$ cat src/rtl/gpr_wb_arbiter.sv
// Write-back arbiter for the GPR file's single write port plus a pending-write scoreboard.
// Define GPR_WB_ARB_RR_EN for round-robin grant order; otherwise the lowest index wins.
module gpr_wb_arbiter #(
    parameter int N_REQ  = 3,
    parameter int W_DATA = 32
) (
    input  logic                         clk,
    input  logic                         rst,
    input  logic [N_REQ-1:0]             req_valid,
    output logic [N_REQ-1:0]             req_ready,
    input  logic [N_REQ-1:0][4:0]        req_regf,
    input  logic [N_REQ-1:0][W_DATA-1:0] req_data,
    output logic [4:0]                   wr_regf,
    output logic [W_DATA-1:0]            wr_data,
    input  logic                         sb_set_valid,
    input  logic [4:0]                   sb_set_regf,
    input  logic [4:0]                   rs_regf,
    input  logic [4:0]                   rt_regf,
    output logic                         rs_busy,
    output logic                         rt_busy
);
    localparam int LW = $clog2(N_REQ);

    logic [N_REQ-1:0] eligible;
    logic [N_REQ-1:0] discard;
    logic             grant_vld;
    logic [LW-1:0]    grant_idx;
    logic [4:0]       grant_regf;
    logic [31:0]      busy_q;
    logic [31:0]      busy_d;

    // Handshake: a requester holds valid/regf/data stable until the cycle where
    // valid & ready are both high; that cycle is the transfer. Index-0 requests
    // are discards and are accepted immediately without touching the write port.
    always_comb begin
        for (int i = 0; i < N_REQ; i++) begin
            discard[i]  = req_valid[i] && (req_regf[i] == 5'd0);
            eligible[i] = req_valid[i] && (req_regf[i] != 5'd0);
        end
    end

`ifdef GPR_WB_ARB_RR_EN
    logic [LW-1:0] last_q;

    always_comb begin
        logic [LW-1:0] cand;
        grant_vld = 1'b0;
        grant_idx = '0;
        cand      = '0;
        for (int k = 1; k <= N_REQ; k++) begin
            cand = LW'((int'(last_q) + k) % N_REQ);
            if (!grant_vld && eligible[cand]) begin
                grant_vld = 1'b1;
                grant_idx = cand;
            end
        end
    end

    always_ff @(posedge clk) begin
        if (rst) begin
            last_q <= LW'(N_REQ - 1);
        end else if (grant_vld) begin
            last_q <= grant_idx;
        end
    end
`else
    // Scan downwards so the lowest eligible index is the last one written.
    always_comb begin
        grant_vld = 1'b0;
        grant_idx = '0;
        for (int i = N_REQ - 1; i >= 0; i--) begin
            if (eligible[i]) begin
                grant_vld = 1'b1;
                grant_idx = LW'(i);
            end
        end
    end
`endif

    assign grant_regf = req_regf[grant_idx];

    always_comb begin
        for (int i = 0; i < N_REQ; i++) begin
            req_ready[i] = !rst && (discard[i] || (grant_vld && (grant_idx == LW'(i))));
        end
    end

    // A set in the same cycle as the clear belongs to a newer producer, so it wins.
    always_comb begin
        busy_d = busy_q;
        if (grant_vld) begin
            busy_d[grant_regf] = 1'b0;
        end
        if (sb_set_valid) begin
            busy_d[sb_set_regf] = 1'b1;
        end
        busy_d[0] = 1'b0;
    end

    always_ff @(posedge clk) begin
        if (rst) begin
            wr_regf <= 5'd0;
            wr_data <= '0;
            busy_q  <= '0;
        end else begin
            busy_q <= busy_d;
            if (grant_vld) begin
                wr_regf <= grant_regf;
                wr_data <= req_data[grant_idx];
            end else begin
                wr_regf <= 5'd0;
            end
        end
    end

    assign rs_busy = busy_q[rs_regf];
    assign rt_busy = busy_q[rt_regf];

endmodule

$ cat config.mk
export PLATFORM = sky130hd
export DESIGN_NAME = gpr_wb_arbiter
export DESIGN_NICKNAME = d
export VERILOG_FILES = /design/src/rtl/gpr_wb_arbiter.sv
export SDC_FILE = /design/constraint.sdc
export NUM_CORES = 1
export LEC_CHECK = 0
export ABC_CLOCK_PERIOD_IN_PS = 3000
export CORE_MARGIN = 3
export CORE_UTILIZATION = 40
export DETAILED_ROUTE_END_ITERATION = 8
export PLACE_DENSITY_LB_ADDON = 0.3
export SLEW_MARGIN = 20
export SYNTH_ARGS = -nofsm -noshare
export SYNTH_HDL_FRONTEND = slang
export SYNTH_SLANG_ARGS = --single-unit
$ cat constraint.sdc
create_clock -name clk -period 3 [get_ports clk]
set_clock_uncertainty 0.1 [all_clocks]
set_input_delay 0.6 -clock clk [delete_from_list [all_inputs] [get_ports clk]]
set_output_delay 0.6 -clock clk [all_outputs]
set_load 0.005 [all_outputs]
==> results of run 1 <==
[per-stage QoR]
stage          hold WS [ns]  worst slack [ns]
2_1_floorplan        0.3839           0.03879
3_3_place_gp         0.4017           -0.6325
3_5_place_dp         0.4106           -0.6503
4_1_cts              0.4207          -0.08988
5_1_grt              0.4528          -0.02886
6_report             0.4162           0.02449
[power breakdown]
group          internal [W]  switching, W  leakage (nW)
logic              0.000401      0.000293          1.70
registers          0.000950     0.0000246         0.559
clock network      0.000401      0.000343        0.0914
[registers in the layout, indices dropped and copies added (netlist names)]
signal / count
wr_data: 32
busy_q: 31
wr_regf: 5
[synthesized netlist by cell type, types with 2 or more instances]
cell type                  instances
sky130_fd_sc_hd__and2_1           32
sky130_fd_sc_hd__or4_4             3
sky130_fd_sc_hd__nor3_2            6
sky130_fd_sc_hd__buf_6             7
sky130_fd_sc_hd__nand3_1           4
sky130_fd_sc_hd__o21a_1            5
sky130_fd_sc_hd__mux2i_1          32
sky130_fd_sc_hd__a211oi_2          7
sky130_fd_sc_hd__o21ai_0           4
sky130_fd_sc_hd__a21o_2            2
sky130_fd_sc_hd__buf_2             3
sky130_fd_sc_hd__mux4_2           18
sky130_fd_sc_hd__o21ai_2           3
sky130_fd_sc_hd__nor2_1           71
sky130_fd_sc_hd__mux2_2            4
sky130_fd_sc_hd__a211oi_1         88
sky130_fd_sc_hd__dfxtp_1          68
sky130_fd_sc_hd__clkbuf_1         26
sky130_fd_sc_hd__nor3b_1           2
sky130_fd_sc_hd__or3b_2            3
sky130_fd_sc_hd__o21ai_4           3
sky130_fd_sc_hd__nand2_1          13
sky130_fd_sc_hd__a31oi_1           2
sky130_fd_sc_hd__nor3_1           30
sky130_fd_sc_hd__nand3b_1          6
sky130_fd_sc_hd__and3_4            4
sky130_fd_sc_hd__a21oi_2           2
[cell families (layout without fill, tap and decap cells)]
logic type | after synthesis | count (layout) | synth area share [%]
AO/OA/AOI/OAI | 123 | 123 | 23.52
multiplexers | 54 | 54 | 18.00
flip-flops | 68 | 68 | 31.79
buffers and inverters | 38 | 233 | 4.733
AND/OR/NAND/NOR | 178 | 178 | 21.97
[layer usage]
metal / global-route usage (%) / wire (um) / vias to the layer above
li1: - / - / 2131
met1: 27.49 / 5272 / 2089
met2: 41.24 / 7187 / 200
met3: 6.342 / 1168 / 27
met4: 8.549 / 291 / 0
met5: 0 / 0 / -
[how the worst min path moves through the flow]
stage | end | depth (start not counted) | startpoint | slack [ns]
finish | busy_q[4] | 2 | busy_q[4] | 0.42
global route | busy_q[6] | 2 | busy_q[6] | 0.45
CTS | busy_q[12] | 2 | busy_q[12] | 0.42
detailed placement | busy_q[12] | 2 | busy_q[12] | 0.41
global placement | busy_q[13] | 2 | busy_q[13] | 0.40
floorplan | busy_q[3] | 2 | busy_q[3] | 0.38
[final cells by class]
cell class                 count  area (um2)
fill                         911        3775
clock buffer                  11       141.4
tap                          136       170.2
clock inverter                 4       50.05
timing repair buffer         218        2123
sequential                    68        1361
multi-input combinational    355        2749
[tightest hold or removal path, cell delays in order (launching register included)]
cell	delay [ns]
sky130_fd_sc_hd__dfxtp_1	0.32
sky130_fd_sc_hd__nor2_1	0.10
sky130_fd_sc_hd__a211oi_1	0.05
[what timing repair did]
action | CTS | global route
gates cloned | 0 | 0
setup endpoints to repair | 4 | 16
buffers inserted | 1 | 0
pin swaps | 2 | 6
resized for setup | 24 | 12
==> flow_metrics.py, run 1 <==
metrics = {
    "status": {
        "run_status": "complete, no violations",
    },
    "power": {
        "power_density_mw_per_mm2": 366.0,
        "p_total_w": 0.002414,
        "cellLeakagePower_nw": 2.348,
        "vdd_ir_drop_max_v": 0.0001729,
    },
    "route": {
        "routed_wire_length_per_instance_um": 17.57,
        "remaining_drc_errors": 0,
        "dr.first_iter.drc_count": 206,
        "drt_pre_antenna_iters": 4,
        "postRouteWirelength_um": 13920,
        "route.vias.total": 4447,
        "route.detailed.vias_per_inst": 5.615,
        "route.antenna.remaining_nets": 0,
    },
    "setup_path": {
        "timing.critical_path.max_delay_family": "multiplexers",
        "r2r.worst_path.cells": 3,
        "end_point_of_the_critical_path": "rs_busy",
        "cp_slowest_cell": "sky130_fd_sc_hd__mux4_2",
        "critical_path_capture_point_type": "output port",
        "worst-path-buf-inv": 3,
        "timing.reg2reg.setup_slack_ns": 1.99,
        "critical_path.max_stage_delay_ns": 0.49,
        "critPathLaunchType": "primary input",
        "r2r-end": "wr_data[8]",
        "regToRegStartpoint": "wr_data[8]",
        "crit_path_frequent_cell": "sky130_fd_sc_hd__mux4_2",
        "data_required_time_at_the_worst_endpoint_ns": 2.30,
        "timing.critical_path.cells": "clkdlybuf4s15_2, buf_12, mux4_2, mux4_2, mux2_4, clkbuf_2",
        "critical_path_depth": 6,
        "critical_path.max_fanout": 7,
        "worst-endpoint-arrival_ns": 2.28,
        "critical_path_class": "primary input to output port",
        "crit_path_start": "rs_regf[0]",
    },
    "global_route": {
        "global_route.overflow_total": 0,
        "vias_in_the_first_global_route": 4618,
        "number_of_antenna_violations_at_the_first_check_in_global_routing": 0,
        "largest_net_degree_at_the_start_of_global_routing": 66,
        "first_pass_grt_wire_length_um": 22170,
        "total_global_routing_track_utilization_pct": 23.54,
    },
    "finish": {
        "syn_to_final_growth_pct": 53.99,
        "drive_above_1_share_pct": 19.66,
        "finalCoreUtilization_pct": 63.60,
        "finalInstanceArea_mm2": 0.006595,
        "final-instance-count-excl-fill": 792,
        "diodes": 0,
        "final_cell_mix": "sky130_fd_sc_hd__clkdlybuf4s50_1 (159), sky130_fd_sc_hd__a211oi_1 (88), sky130_fd_sc_hd__nor2_1 (70)",
        "nets": 784,
        "layout_commonest_cell": "sky130_fd_sc_hd__clkdlybuf4s50_1",
    },
    "clock_network": {
        "cts_tree": "done",
        "clk_path_buf_depth": 2,
        "cts_num_sinks": 68,
        "cts_hold_repair.buffers": 0,
        "cts.clk_slew.worst_paths_ns": 0.07,
        "clock_latency_ns": 0.33,
        "cts_bufs_inserted": 9,
        "clk_root_buffer_cell": "sky130_fd_sc_hd__clkbuf_8",
        "clock_tree.htree_level_count": 3,
    },
    "logic_synthesis": {
        "synth_warnings": 0,
        "syn-instance-count": 461,
        "yosysTopAreaCell": "sky130_fd_sc_hd__dfxtp_1",
        "synth.top_cell.area_share_pct": 31.78,
        "async_flop_share_pct": 0,
        "synth.net_count": 593,
        "ys.flop_type": "sky130_fd_sc_hd__dfxtp_1",
        "post_synth_main_area_contributors": "sky130_fd_sc_hd__dfxtp_1 (32%), sky130_fd_sc_hd__a211oi_1 (15%), sky130_fd_sc_hd__mux4_2 (9.5%)",
        "postSynthRegisterBits": 68,
        "post_synth.cell_area_avg_um2": 9.290,
        "synthDistinctLibCells": 40,
        "mapped_area_mm2": 0.004283,
        "synth_edf_count": 0,
        "sequential_fraction_of_the_synthesis_area_pct": 31.78,
    },
    "die": {
        "die_height_um": 109.5,
        "die_x_um": 109.5,
        "initial_core_util_pct": 41.30,
        "floorplan.rows": 37,
        "total_die_area_mm2": 0.01198,
        "placeableCoreArea_mm2": 0.01037,
        "boundaryPins": 174,
    },
    "timing": {
        "max-slew-margin-rel_pct": 49.70,
        "timing.final.hold_violations": 0,
        "slew_viol_final": 0,
        "grt_setup_unrepaired": "true",
        "setup_viol": 0,
        "fin_tns_setup_ns": 0,
        "worst_slew_pin_slew_ns": 0.7545,
        "final.min_clock_period_ns": 2.976,
        "final_min_period_over_clock_period_pct": 99.18,
        "achievable-frequency_ghz": 0.3361,
    },
    "job": {
        "maxCapViolations": 0,
    },
    "placement": {
        "dpl_cell_area_mm2": 0.006372,
        "place_inst": 776,
        "dp.final_hpwl_um": 10680,
        "numPortBuffers": 173,
        "gpl.final_weighted_congestion": 0.8980,
    },
    "worst_hold_path": {
        "worst_min_delay_path_class": "register to register",
    },
}
Power figures use the tool's default switching activity.
==> run 2, diff against run 1 <==
- PLACE_DENSITY: unset -> 0.83
- PLACE_DENSITY_LB_ADDON: 0.3 -> unset
==> run 2 against run 1 <==
  * Combinational power decreased by 2%
  * Cell area down 1.7%
  * Flip-flop and latch count stayed put
  * Fmax up 0.77%
  * Sequential share of layout area up 0.36 points
  * Count of clock-buffer cells in the layout unchanged
  * Largest power group unchanged
  * First-iteration DRC count up 39%
  * Critical path type unchanged
==> flow_metrics.py, run 2 (synthesized netlist as in run 1, its figures left out) <==
metrics = {
    "route": {
        "drt_pre_antenna_iters": 4,
        "met2_length_um": 6726,
        "route.detailed.vias_per_inst": 5.602,
        "remaining_drc_errors": 0,
        "dr.first_iter.drc_count": 286,
        "routed_wire_length_per_instance_um": 17.42,
        "route.vias.total": 4409,
        "routed_wire_length_on_met3_um": 1070,
        "route.antenna.remaining_nets": 0,
        "postRouteWirelength_um": 13710,
        "met1Wirelength_um": 5558,
        "top_signal_layer_used": "met4",
    },
    "die": {
        "placeableCoreArea_mm2": 0.01037,
        "die_height_um": 109.5,
        "floorplan.rows": 37,
        "initial_core_util_pct": 41.30,
        "total_die_area_mm2": 0.01198,
        "boundaryPins": 174,
        "die_x_um": 109.5,
    },
    "power": {
        "net_switching_w": 0.0006583,
        "clkPwrFrac_pct": 28.2,
        "vdd_ir_drop_max_v": 0.0001969,
        "power_density_mw_per_mm2": 356.3,
        "pwr-share-seq_pct": 42.2,
        "cellLeakagePower_nw": 2.276,
        "comb_power_share_pct": 29.6,
        "intPower_w": 0.001651,
        "p_sw_share_pct": 28.51,
        "p_total_w": 0.002309,
    },
    "placement": {
        "numPortBuffers": 173,
        "dpl_cell_area_mm2": 0.006312,
        "gpl.final_weighted_congestion": 0.8863,
        "dp.final_hpwl_um": 10660,
    },
    "setup_path": {
        "regToRegStartpoint": "wr_data[17]",
        "critical_path.max_fanout": 3,
        "r2r.worst_path.cells": 3,
        "critical_path_capture_point_type": "output port",
        "data_required_time_at_the_worst_endpoint_ns": 2.30,
        "worst-endpoint-arrival_ns": 2.25,
        "critPathLaunchType": "primary input",
        "crit_path_start": "req_regf[3]",
        "critical_path_class": "primary input to output port",
    },
    "global_route": {
        "largest_net_degree_at_the_start_of_global_routing": 66,
        "total_global_routing_track_utilization_pct": 23.06,
        "global_route.overflow_total": 0,
        "vias_in_the_first_global_route": 4479,
        "first_pass_grt_wire_length_um": 21700,
        "number_of_antenna_violations_at_the_first_check_in_global_routing": 0,
    },
    "finish": {
        "finalInstanceArea_mm2": 0.006481,
        "syn_to_final_growth_pct": 51.33,
        "diodes": 0,
        "drive_above_1_share_pct": 18.59,
        "largestRegisters": "wr_data (32), busy_q (31), wr_regf (5)",
        "num-fill-cells": 825,
        "layout_commonest_cell": "sky130_fd_sc_hd__clkdlybuf4s50_1",
        "nets": 780,
        "final_cell_mix": "sky130_fd_sc_hd__clkdlybuf4s50_1 (162), sky130_fd_sc_hd__a211oi_1 (88), sky130_fd_sc_hd__nor2_1 (71)",
        "largest_register_ffs": 32,
        "largest_register_by_flop_count": "wr_data",
    },
    "clock_network": {
        "clk_root_buffer_cell": "sky130_fd_sc_hd__clkbuf_8",
        "cts_num_sinks": 68,
        "clock_latency_ns": 0.35,
        "cts_hold_repair.buffers": 0,
        "cts.clk_slew.worst_paths_ns": 0.07,
        "clk_path_buf_depth": 2,
        "cts_tree": "done",
        "clock_tree.htree_level_count": 3,
        "cts_bufs_inserted": 9,
    },
    "timing": {
        "fin_tns_setup_ns": 0,
        "slew_viol_final": 0,
        "achievable-frequency_ghz": 0.3387,
        "timing.final.hold_violations": 0,
        "setup_viol": 0,
        "final_min_period_over_clock_period_pct": 98.43,
        "worst_slew_pin_slew_ns": 0.6493,
        "grt_setup_unrepaired": "false",
        "max-slew-margin-rel_pct": 56.71,
        "final.min_clock_period_ns": 2.953,
    },
    "worst_hold_path": {
        "worst_min_delay_path_class": "register to register",
        "hold_depth": 2,
        "hold_path_startpoint": "busy_q[29]",
    },
    "job": {
        "maxCapViolations": 0,
    },
    "status": {
        "run_status": "complete, no violations",
    },
}
-- run 2: power groups by stage --
stage,logic [W],registers [W],clock network (W)
CTS,0.000681,0.000975,0.000662
global placement,0.000666,0.000993,0
floorplan,0.000303,0.000994,0
finish,0.000683,0.000975,0.000651
global route,0.000733,0.000979,0.000705
detailed placement,0.000678,0.000995,0
-- run 2: layer usage --
layer	up-vias	GRT usage, %
met4	0	9.884
met5	-	0
met3	32	5.931
met1	2039	28.09
met2	214	38.49
li1	2124	-
-- run 2: stage by stage --
step | util, % | setup WS (ns) | hold slack [ns] | std cells
floorplan | - | 0.03879 | 0.3839 | 461
detailed placement | 60.87 | -0.6526 | 0.4146 | 773
global placement | 60.87 | -0.6193 | 0.4034 | 773
finish | 62.50 | 0.04725 | 0.4216 | 787
global route | 62.50 | 0.003276 | 0.4496 | 787
CTS | 62.39 | -0.09503 | 0.4242 | 787
-- run 2: final timing paths --
| check | to | slack (ns) |
|---|---|---|
| min reg2reg | busy_q[29] | 0.42 |
| max | req_ready[1] | 0.05 |
| max reg2reg | wr_data[17] | 1.99 |
| min | busy_q[29] | 0.42 |
-- run 2: what timing repair did --
| item | 4_1_cts | 5_1_grt |
|---|---|---|
| setup buffers | 0 | 0 |
| resized for setup | 21 | 10 |
| setup endpoints to repair | 4 | 5 |
| pin swaps | 2 | 2 |
| endpoints found under the hold margin | 0 | 0 |
| cloned | 0 | 0 |
-- run 2: final cells by class --
cell class / instances / area, um2 / area share, %
multi-input cells: 355 / 2738 / 42.24
repair buffers: 214 / 2056 / 31.72
flip-flops and latches: 68 / 1361 / 21.00
well taps: 136 / 170.2 / 2.625
clock buffers: 11 / 141.4 / 2.181
clock inverters: 3 / 15.01 / 0.2317
-- run 2: worst max-delay path, stage by stage --
cell and delay (ns):
sky130_fd_sc_hd__clkdlybuf4s50_1 0.42, sky130_fd_sc_hd__or4_4 0.57, sky130_fd_sc_hd__o21ai_4 0.18, sky130_fd_sc_hd__nor2_1 0.07
sky130_fd_sc_hd__nor3b_1 0.19, sky130_fd_sc_hd__clkdlybuf4s15_1 0.23
